==> src/rtl/c_readout_buffer.sv <==
// ----------------------------------------------------------------------------
// c_readout_buffer
//   Captures one wide result vector from the matrix core into a shadow
//   register and serializes it onto the APB read bus one word per read
//   handshake, most significant word first. The last word carries the
//   leftover low bits, zero-extended. This is the inverse of the A-operand
//   packing, so concatenating the words (full, full, low LAST_W bits)
//   rebuilds the original vector.
//
// Ports
//   i_clk           rising-edge clock
//   i_rst           asynchronous active-high reset
//   i_load_C        core strobe: capture i_C_result this cycle
//   i_C_result      result vector from the matrix core
//   i_read_C_en     APB read of the C window selected
//   i_valid_read    APB read access phase (one word consumed)
//   i_err_clr       clears the sticky error flags
//   o_PRDATA        current read word (combinational, zero when not readable)
//   o_C_ready       buffer holds unread data (registered)
//   o_read_C_done   pulse on the handshake of the last word (combinational)
//   o_ovf_err       sticky: a load was dropped because the buffer was full
//   o_udf_err       sticky: a read handshake hit an empty buffer
// ----------------------------------------------------------------------------
module c_readout_buffer #(
    parameter int DATA_W = 72,
    parameter int WORD_W = 32
) (
    input  logic              i_clk,
    input  logic              i_rst,
    input  logic              i_load_C,
    input  logic [DATA_W-1:0] i_C_result,
    input  logic              i_read_C_en,
    input  logic              i_valid_read,
    input  logic              i_err_clr,
    output logic [WORD_W-1:0] o_PRDATA,
    output logic              o_C_ready,
    output logic              o_read_C_done,
    output logic              o_ovf_err,
    output logic              o_udf_err
);

    localparam int NWORDS = (DATA_W + WORD_W - 1) / WORD_W;
    localparam int LAST_W = DATA_W - (NWORDS - 1) * WORD_W;
    localparam int CNT_W  = 2;
    localparam logic [CNT_W-1:0] LAST_IDX = CNT_W'(NWORDS - 1);

    typedef enum logic {
        S_EMPTY = 1'b0,
        S_FULL  = 1'b1
    } state_t;

    state_t            r_state;
    logic [CNT_W-1:0]  r_count;
    logic [DATA_W-1:0] r_shadow;
    logic              r_C_ready;
    logic              r_ovf_err;
    logic              r_udf_err;

    logic [WORD_W-1:0] w_words [NWORDS];
    logic [WORD_W-1:0] w_word_sel;
    logic              w_rd;
    logic              w_full;
    logic              w_last_rd;
    logic              w_capture;
    logic              w_ovf_set;
    logic              w_udf_set;

    // Slice the shadow into bus words: full words from the top, then the
    // zero-extended remainder.
    genvar gk;
    generate
        for (gk = 0; gk < NWORDS - 1; gk++) begin : g_full_words
            assign w_words[gk] = r_shadow[DATA_W-1-gk*WORD_W -: WORD_W];
        end
    endgenerate
    assign w_words[NWORDS-1] = WORD_W'(r_shadow[LAST_W-1:0]);

    // Handshake qualification and the events that drive the state machine.
    always_comb begin
        w_rd      = i_read_C_en & i_valid_read;
        w_full    = (r_state == S_FULL);
        w_last_rd = w_rd & w_full & (r_count == LAST_IDX);
        // A load is accepted when empty, or when the final word leaves this
        // very cycle (the old shadow still feeds PRDATA until the edge).
        w_capture = i_load_C & (~w_full | w_last_rd);
        w_ovf_set = i_load_C & w_full & ~w_last_rd;
        w_udf_set = w_rd & ~w_full;
    end

    // Word mux: one-hot OR over the word slots keyed by the read counter.
    always_comb begin
        w_word_sel = {WORD_W{1'b0}};
        for (int k = 0; k < NWORDS; k++) begin
            w_word_sel = w_word_sel |
                         ((r_count == CNT_W'(k)) ? w_words[k] : {WORD_W{1'b0}});
        end
    end

    // Bus outputs: data only while the window is selected and data is held.
    always_comb begin
        if (i_read_C_en && w_full) begin
            o_PRDATA = w_word_sel;
        end else begin
            o_PRDATA = {WORD_W{1'b0}};
        end
        o_read_C_done = w_last_rd;
    end

    // Readout state machine with sticky error flags; a same-cycle error
    // event overrides err_clr.
    always_ff @(posedge i_clk or posedge i_rst) begin
        if (i_rst) begin
            r_state   <= S_EMPTY;
            r_count   <= {CNT_W{1'b0}};
            r_shadow  <= {DATA_W{1'b0}};
            r_C_ready <= 1'b0;
            r_ovf_err <= 1'b0;
            r_udf_err <= 1'b0;
        end else begin
            r_ovf_err <= (r_ovf_err & ~i_err_clr) | w_ovf_set;
            r_udf_err <= (r_udf_err & ~i_err_clr) | w_udf_set;
            case (r_state)
                S_EMPTY: begin
                    if (w_capture) begin
                        r_shadow  <= i_C_result;
                        r_count   <= {CNT_W{1'b0}};
                        r_state   <= S_FULL;
                        r_C_ready <= 1'b1;
                    end else begin
                        r_state   <= S_EMPTY;
                        r_C_ready <= 1'b0;
                    end
                end
                S_FULL: begin
                    if (w_capture) begin
                        r_shadow  <= i_C_result;
                        r_count   <= {CNT_W{1'b0}};
                        r_state   <= S_FULL;
                        r_C_ready <= 1'b1;
                    end else if (w_last_rd) begin
                        r_count   <= {CNT_W{1'b0}};
                        r_state   <= S_EMPTY;
                        r_C_ready <= 1'b0;
                    end else if (w_rd) begin
                        r_count   <= r_count + CNT_W'(1);
                        r_state   <= S_FULL;
                        r_C_ready <= 1'b1;
                    end else begin
                        r_state   <= S_FULL;
                        r_C_ready <= 1'b1;
                    end
                end
                default: begin
                    r_state   <= S_EMPTY;
                    r_count   <= {CNT_W{1'b0}};
                    r_C_ready <= 1'b0;
                end
            endcase
        end
    end

    assign o_C_ready = r_C_ready;
    assign o_ovf_err = r_ovf_err;
    assign o_udf_err = r_udf_err;

endmodule
==> config.mk <==
export PLATFORM = sky130hd
export DESIGN_NAME = c_readout_buffer
export DESIGN_NICKNAME = d
export VERILOG_FILES = /design/src/rtl/c_readout_buffer.sv
export SDC_FILE = /design/constraint.sdc
export NUM_CORES = 1
export LEC_CHECK = 0
export ABC_AREA = 1
export CAP_MARGIN = 20
export CORE_MARGIN = 2
export CORE_UTILIZATION = 50
export CTS_BUF_LIST = sky130_fd_sc_hd__clkbuf_4 sky130_fd_sc_hd__clkbuf_8 sky130_fd_sc_hd__clkbuf_16
export DETAILED_ROUTE_END_ITERATION = 10
export PLACE_DENSITY = 0.91
export SYNTH_ARGS = -nofsm -noshare
export SYNTH_HDL_FRONTEND = slang
export SYNTH_SLANG_ARGS = --single-unit
==> constraint.sdc <==
create_clock -name i_clk -period 6.9 [get_ports i_clk]
set_clock_uncertainty 0.05 [all_clocks]
set_input_delay 1.38 -clock i_clk [delete_from_list [all_inputs] [get_ports i_clk]]
set_output_delay 1.38 -clock i_clk [all_outputs]
set_load 0.01 [all_outputs]
# ---- After elaboration in Yosys (flattened, before gate mapping)
# Cells that the tools add are included.
dict set report word_totals {
  wordCells 44
  input_bits 78
  register_bits 77
  output_inout_bits 36
}
dict set report op_classes {
  muxes 14
  n_eq_ne 4
  n_bitwise 17
  add_sub_neg 1
  reduce_logical 3
}
# op n
set op_table {}
lappend op_table {{$mux W32} 3}
lappend op_table {{$mux W72} 1}
lappend op_table {{$or A32 B32 Y32} 1}
lappend op_table {{$or A32 B8 Y32} 1}
lappend op_table {{$and A1 B1 Y1} 9}
lappend op_table {{$mux W2} 4}
lappend op_table {{$mux W8} 1}
lappend op_table {{$ne A4 B2 Y1 const B} 1}
lappend op_table {{$pmux W2 S2} 1}
lappend op_table {{$mux W1} 3}
lappend op_table {{$not A1 Y1} 3}
lappend op_table {{$or A1 B1 Y1} 3}
lappend op_table {{$add A2 B1 Y2 const B} 1}
lappend op_table {{$eq A2 B1 Y1 const B} 1}
lappend op_table {{$eq A2 B2 Y1 const B} 1}
lappend op_table {{$logic_not A2 Y1} 1}
lappend op_table {{$ne A2 B2 Y1 const B} 1}
lappend op_table {{$pmux W1 S2} 1}
lappend op_table {{$reduce_and A2 Y1} 1}
lappend op_table {{$logic_and A1 B1 Y1} 1}

# ---- Depth between registers and ports, before layout
dict set report logic_depth {
  depth_word 7
  mapped_depth 7
  mapped_depth_nobuf 7
}

# ---- Least setup slack after synthesis
# OpenSTA, ideal clock, no wires.
dict set report synth_path {
  path_type {input -> output}
  start {input port i_read_C_en}
  end {output port o_PRDATA[11]}
  cell_stages 3
  n_path_buf 1
  t_arrival_ns 1.952
  setup_slack_ns 3.518
  t_required_ns 5.470
  path_cell_list {nand2_1 > clkbuf_1 > a21oi_1}
}
dict set report synth_between {
  elab_chain_len 2
}
# item line
set synth_rtl {}
lappend synth_rtl {{start: declaration} 32} ;# input logic i_read_C_en,
lappend synth_rtl {{$logic_and A1 B1 Y1} 101} ;# if (i_read_C_en && w_full) begin
lappend synth_rtl {{$mux W32} 101}
lappend synth_rtl {{end: declaration} 35} ;# output logic [WORD_W-1:0] o_PRDATA,
# No other way between the ends.

# ---- Worst setup path in the final report
dict set report layout_path {
  start {input port i_read_C_en}
  end {output port o_PRDATA[5]}
}
# The elaborated chain is that of the path after synthesis.

==> results.sh <==
export IMPL_hold_worst_slack_ns=0.425
export IMPL_hpwlAfterDp_um=6230
export IMPL_area_delta_synth_final_pct=38.6
export IMPL_yosysTopAreaCell="dfrtp_1"
export IMPL_worst_pin_slew_ns=0.977
export IMPL_arrival_ns=3.57
export IMPL_cts_sinks=77
export IMPL_slew_headroom=0.348
export IMPL_crit_path_top_delay_cell="clkdlybuf4s50_1"
export IMPL_grt_busiest_layer="met2"
export IMPL_design_core_area_um2=6870
export IMPL_leakagePower_nw=2.46
export IMPL_clk_pin_slew_ns=0.08
export IMPL_clkPwrFrac=0.202
export IMPL_netlist_instances=471
export IMPL_synth_compound_area_frac=0.0445
export IMPL_fin_crit_ns=5.00
export IMPL_cp_data_required_time_ns=5.47
export IMPL_dr_pass1_iters=4
export IMPL_antenna_left=0
export IMPL_num_vias=3420
export IMPL_fillers=541
export IMPL_synth_simple_area_share=0.357
export IMPL_drive_above_1_share=0.0504
export IMPL_hold_class="flip-flop to flip-flop"
export IMPL_cts_resized_gates=0
export IMPL_worst_path_buf_inv=4
export IMPL_vdd_drop_max_mv=0.199
export IMPL_yosysUniqueCellTypes=17
export IMPL_seqPwrFrac=0.406
export IMPL_postCtsHoldBufs=0
export IMPL_die_area_um2=7900
export IMPL_cts_buffers=9
export IMPL_grt_pass1_vias=3332
export IMPL_syn_area_per_cell_um2=7.65
export IMPL_cts_setup_buffers=0
export IMPL_rsz0062_at_grt="no"
export IMPL_drc=0
export IMPL_die_h_um=88.9
export IMPL_cts_tree="done"
export IMPL_cp_top_family="buffers and inverters"
export IMPL_grt_use_met2=0.428
export IMPL_final_nets=648
export IMPL_max_freq_ghz=0.200
export IMPL_wl_per_cell_um=13.9
export IMPL_worstPathCellList="clkdlybuf4s50_1 > nand2_1 > inv_1 > nand2_1 > inv_1 > clkdlybuf4s50_1"
export IMPL_internal_power_mw=1.19
export IMPL_clk_latency_ns=0.33
export IMPL_fin_crit_sh=0.725
export IMPL_netlist_area_leader_share=0.535
export IMPL_multi_input_area_um2=1460
export IMPL_seq_area_um2=1930
export IMPL_chipWidth_um=88.9
export IMPL_cp_max_fo=27
export IMPL_critPathMaxStageDelay_ns=0.53
export IMPL_yosys_warnings=0
export IMPL_routed_wl_um=9310
export IMPL_syn_cell_area_um2=3600
export IMPL_rows=30
export IMPL_synth_fp_nets=549
export IMPL_routabilityCongestion=0.801
export IMPL_synthMuxAreaShare=0
export IMPL_seq_area_frac_synth=0.535
export IMPL_synth_fa_ha_area_frac=0
export IMPL_maxCapViolCount=0
export IMPL_vias_per_cell=5.10
export IMPL_p_comb_frac=0.392
export IMPL_met1_usage=0.304
export IMPL_hold_viol_final=0
export IMPL_cts_htree_levels=3
export IMPL_diodes=0
export IMPL_switching_share=0.364
export IMPL_clockBufferDepth=2
export IMPL_pin_count=114
export IMPL_overflow=0
export IMPL_critPathCaptureType="output pin"
export IMPL_placement_io_buffers=113
export IMPL_drt_initial_drc_count=204
export IMPL_synth_xor_area_frac=0
export IMPL_crit_path_start_kind="primary input"
export IMPL_grt_pass1_wl_um=14900
export IMPL_slew_viol_final=0
export IMPL_met3_usage=0.0364
export IMPL_crit_type="primary input to output pin"
export IMPL_grtUsageTotal=0.246
export IMPL_start_util=0.524
export IMPL_cts_root_buf="clkbuf_8"
export IMPL_tns_ns=0
export IMPL_antenna_found_initial=0
export IMPL_grt_max_degree=78
export IMPL_synth_top_family_by_area="simple AND/OR/NAND/NOR gates"
export IMPL_setup_viol=0
export IMPL_cellPowerDensity_nw_per_um2=376
export IMPL_ys_seq_elements=77
export IMPL_status="finished clean"
export IMPL_p_switching_mw=0.683
export IMPL_yosys_top_cells_area="dfrtp_1 (53%), nand2_1 (24%), nand3_1 (11%), a21oi_1 (3.3%), inv_1 (1.9%)"
[kinds of logic (layout without fill, tap and decap cells)]
logic type | count (synthesis) | count (layout)
AOI/OAI and AO/OA | 30 | 30
and+or+nand+nor | 314 | 314
buffers and inverters | 50 | 154
DFF | 77 | 77
[power groups by stage]
| stage | sequential, mW | combinational (mW) | clock, mW |
|---|---|---|---|
| floorplan | 0.737 | 0.454 | 0 |
| global placement | 0.753 | 0.708 | 0 |
| detailed placement | 0.766 | 0.734 | 0 |
| CTS | 0.760 | 0.741 | 0.385 |
| global route | 0.786 | 0.823 | 0.406 |
| finish | 0.762 | 0.734 | 0.379 |
[synth_stat cells]
library cell and number:
buf_4 7, o22ai_1 3, clkbuf_1 7, buf_1 6, inv_1 18, o21bai_2 1, nand3_1 80, o21ai_0 2
inv_2 1, a21oi_1 24, buf_2 11, nor3_1 1, nand2_1 228, nand2_2 1, nand4_1 2, nor2_1 2
dfrtp_1 77
[metal layers]
| layer | up-vias | routed length, um |
|---|---|---|
| met1 | 1601 | 3830 |
| li1 | 1690 | - |
| met2 | 117 | 4910 |
| met4 | 0 | 144 |
| met3 | 12 | 420 |
| met5 | - | 0 |
[cell type report]
cell class / count / share of cell area
clock buffers: 11 / 0.0291
well taps: 96 / 0.0241
inverters: 19 / 0.0145
multi-input cells: 344 / 0.292
clock inverters: 5 / 0.0168
repair buffers: 119 / 0.237
flip-flops and latches: 77 / 0.386
[placed cells by master (no fill, tap or decap)]
master           instances
clkinv_4                 1
clkbuf_8                10
nand2_2                  1
nand3_1                 80
inv_2                    1
buf_2                    1
o22ai_1                  3
clkinv_2                 1
nor3_1                   1
o21bai_4                 1
buf_12                   1
nand4_1                  2
nand2_1                228
a21oi_1                 24
clkbuf_4                 1
o21ai_0                  2
buf_4                    5
bufinv_16                2
inv_1                   17
clkinvlp_4               2
dfrtp_1                 77
nor2_2                   2
clkdlybuf4s50_1        112
[per-stage QoR]
step           power, mW  utilization  cell area [um^2]  worst slack [ns]  std cells
2_1_floorplan       1.19            -              3600              3.50        471
3_3_place_gp        1.46        0.691              4740              1.93        654
3_5_place_dp        1.50        0.693              4760              1.89        655
4_1_cts             1.89        0.727              4990              1.88        671
5_1_grt             2.01        0.727              4990              1.72        671
6_report            1.88        0.727              4990              1.90        671
[sequential cells by signal, summed over array words and instances (netlist names)]
signal,cells
o_ovf_err,1
r_shadow,72
o_udf_err,1
r_count,2
o_C_ready,1
[worst register-to-register path, delay by kind of cell, from the launching register on]
kind / cells / cell delay, ns
buffers and inverters: 2 / 0.48
AND/OR/NAND/NOR: 4 / 0.70
AO/OA/AOI/OAI: 1 / 0.16
flip-flops: 1 / 0.42
[path summary, 6_finish.rpt]
path / start / to / slack, ns / depth (start not counted)
min in group asynchronous: i_rst / r_shadow[61] / 1.58 / 3
max: i_read_C_en / o_PRDATA[5] / 1.90 / 6
min: r_shadow[16] / r_shadow[16] / 0.43 / 2
min reg2reg: r_shadow[16] / r_shadow[16] / 0.43 / 2
max reg2reg: r_count[0] / r_shadow[1] / 4.98 / 7
max in group asynchronous: i_rst / r_shadow[64] / 4.55 / 3
Note: power is estimated with default switching activity, not from simulation.
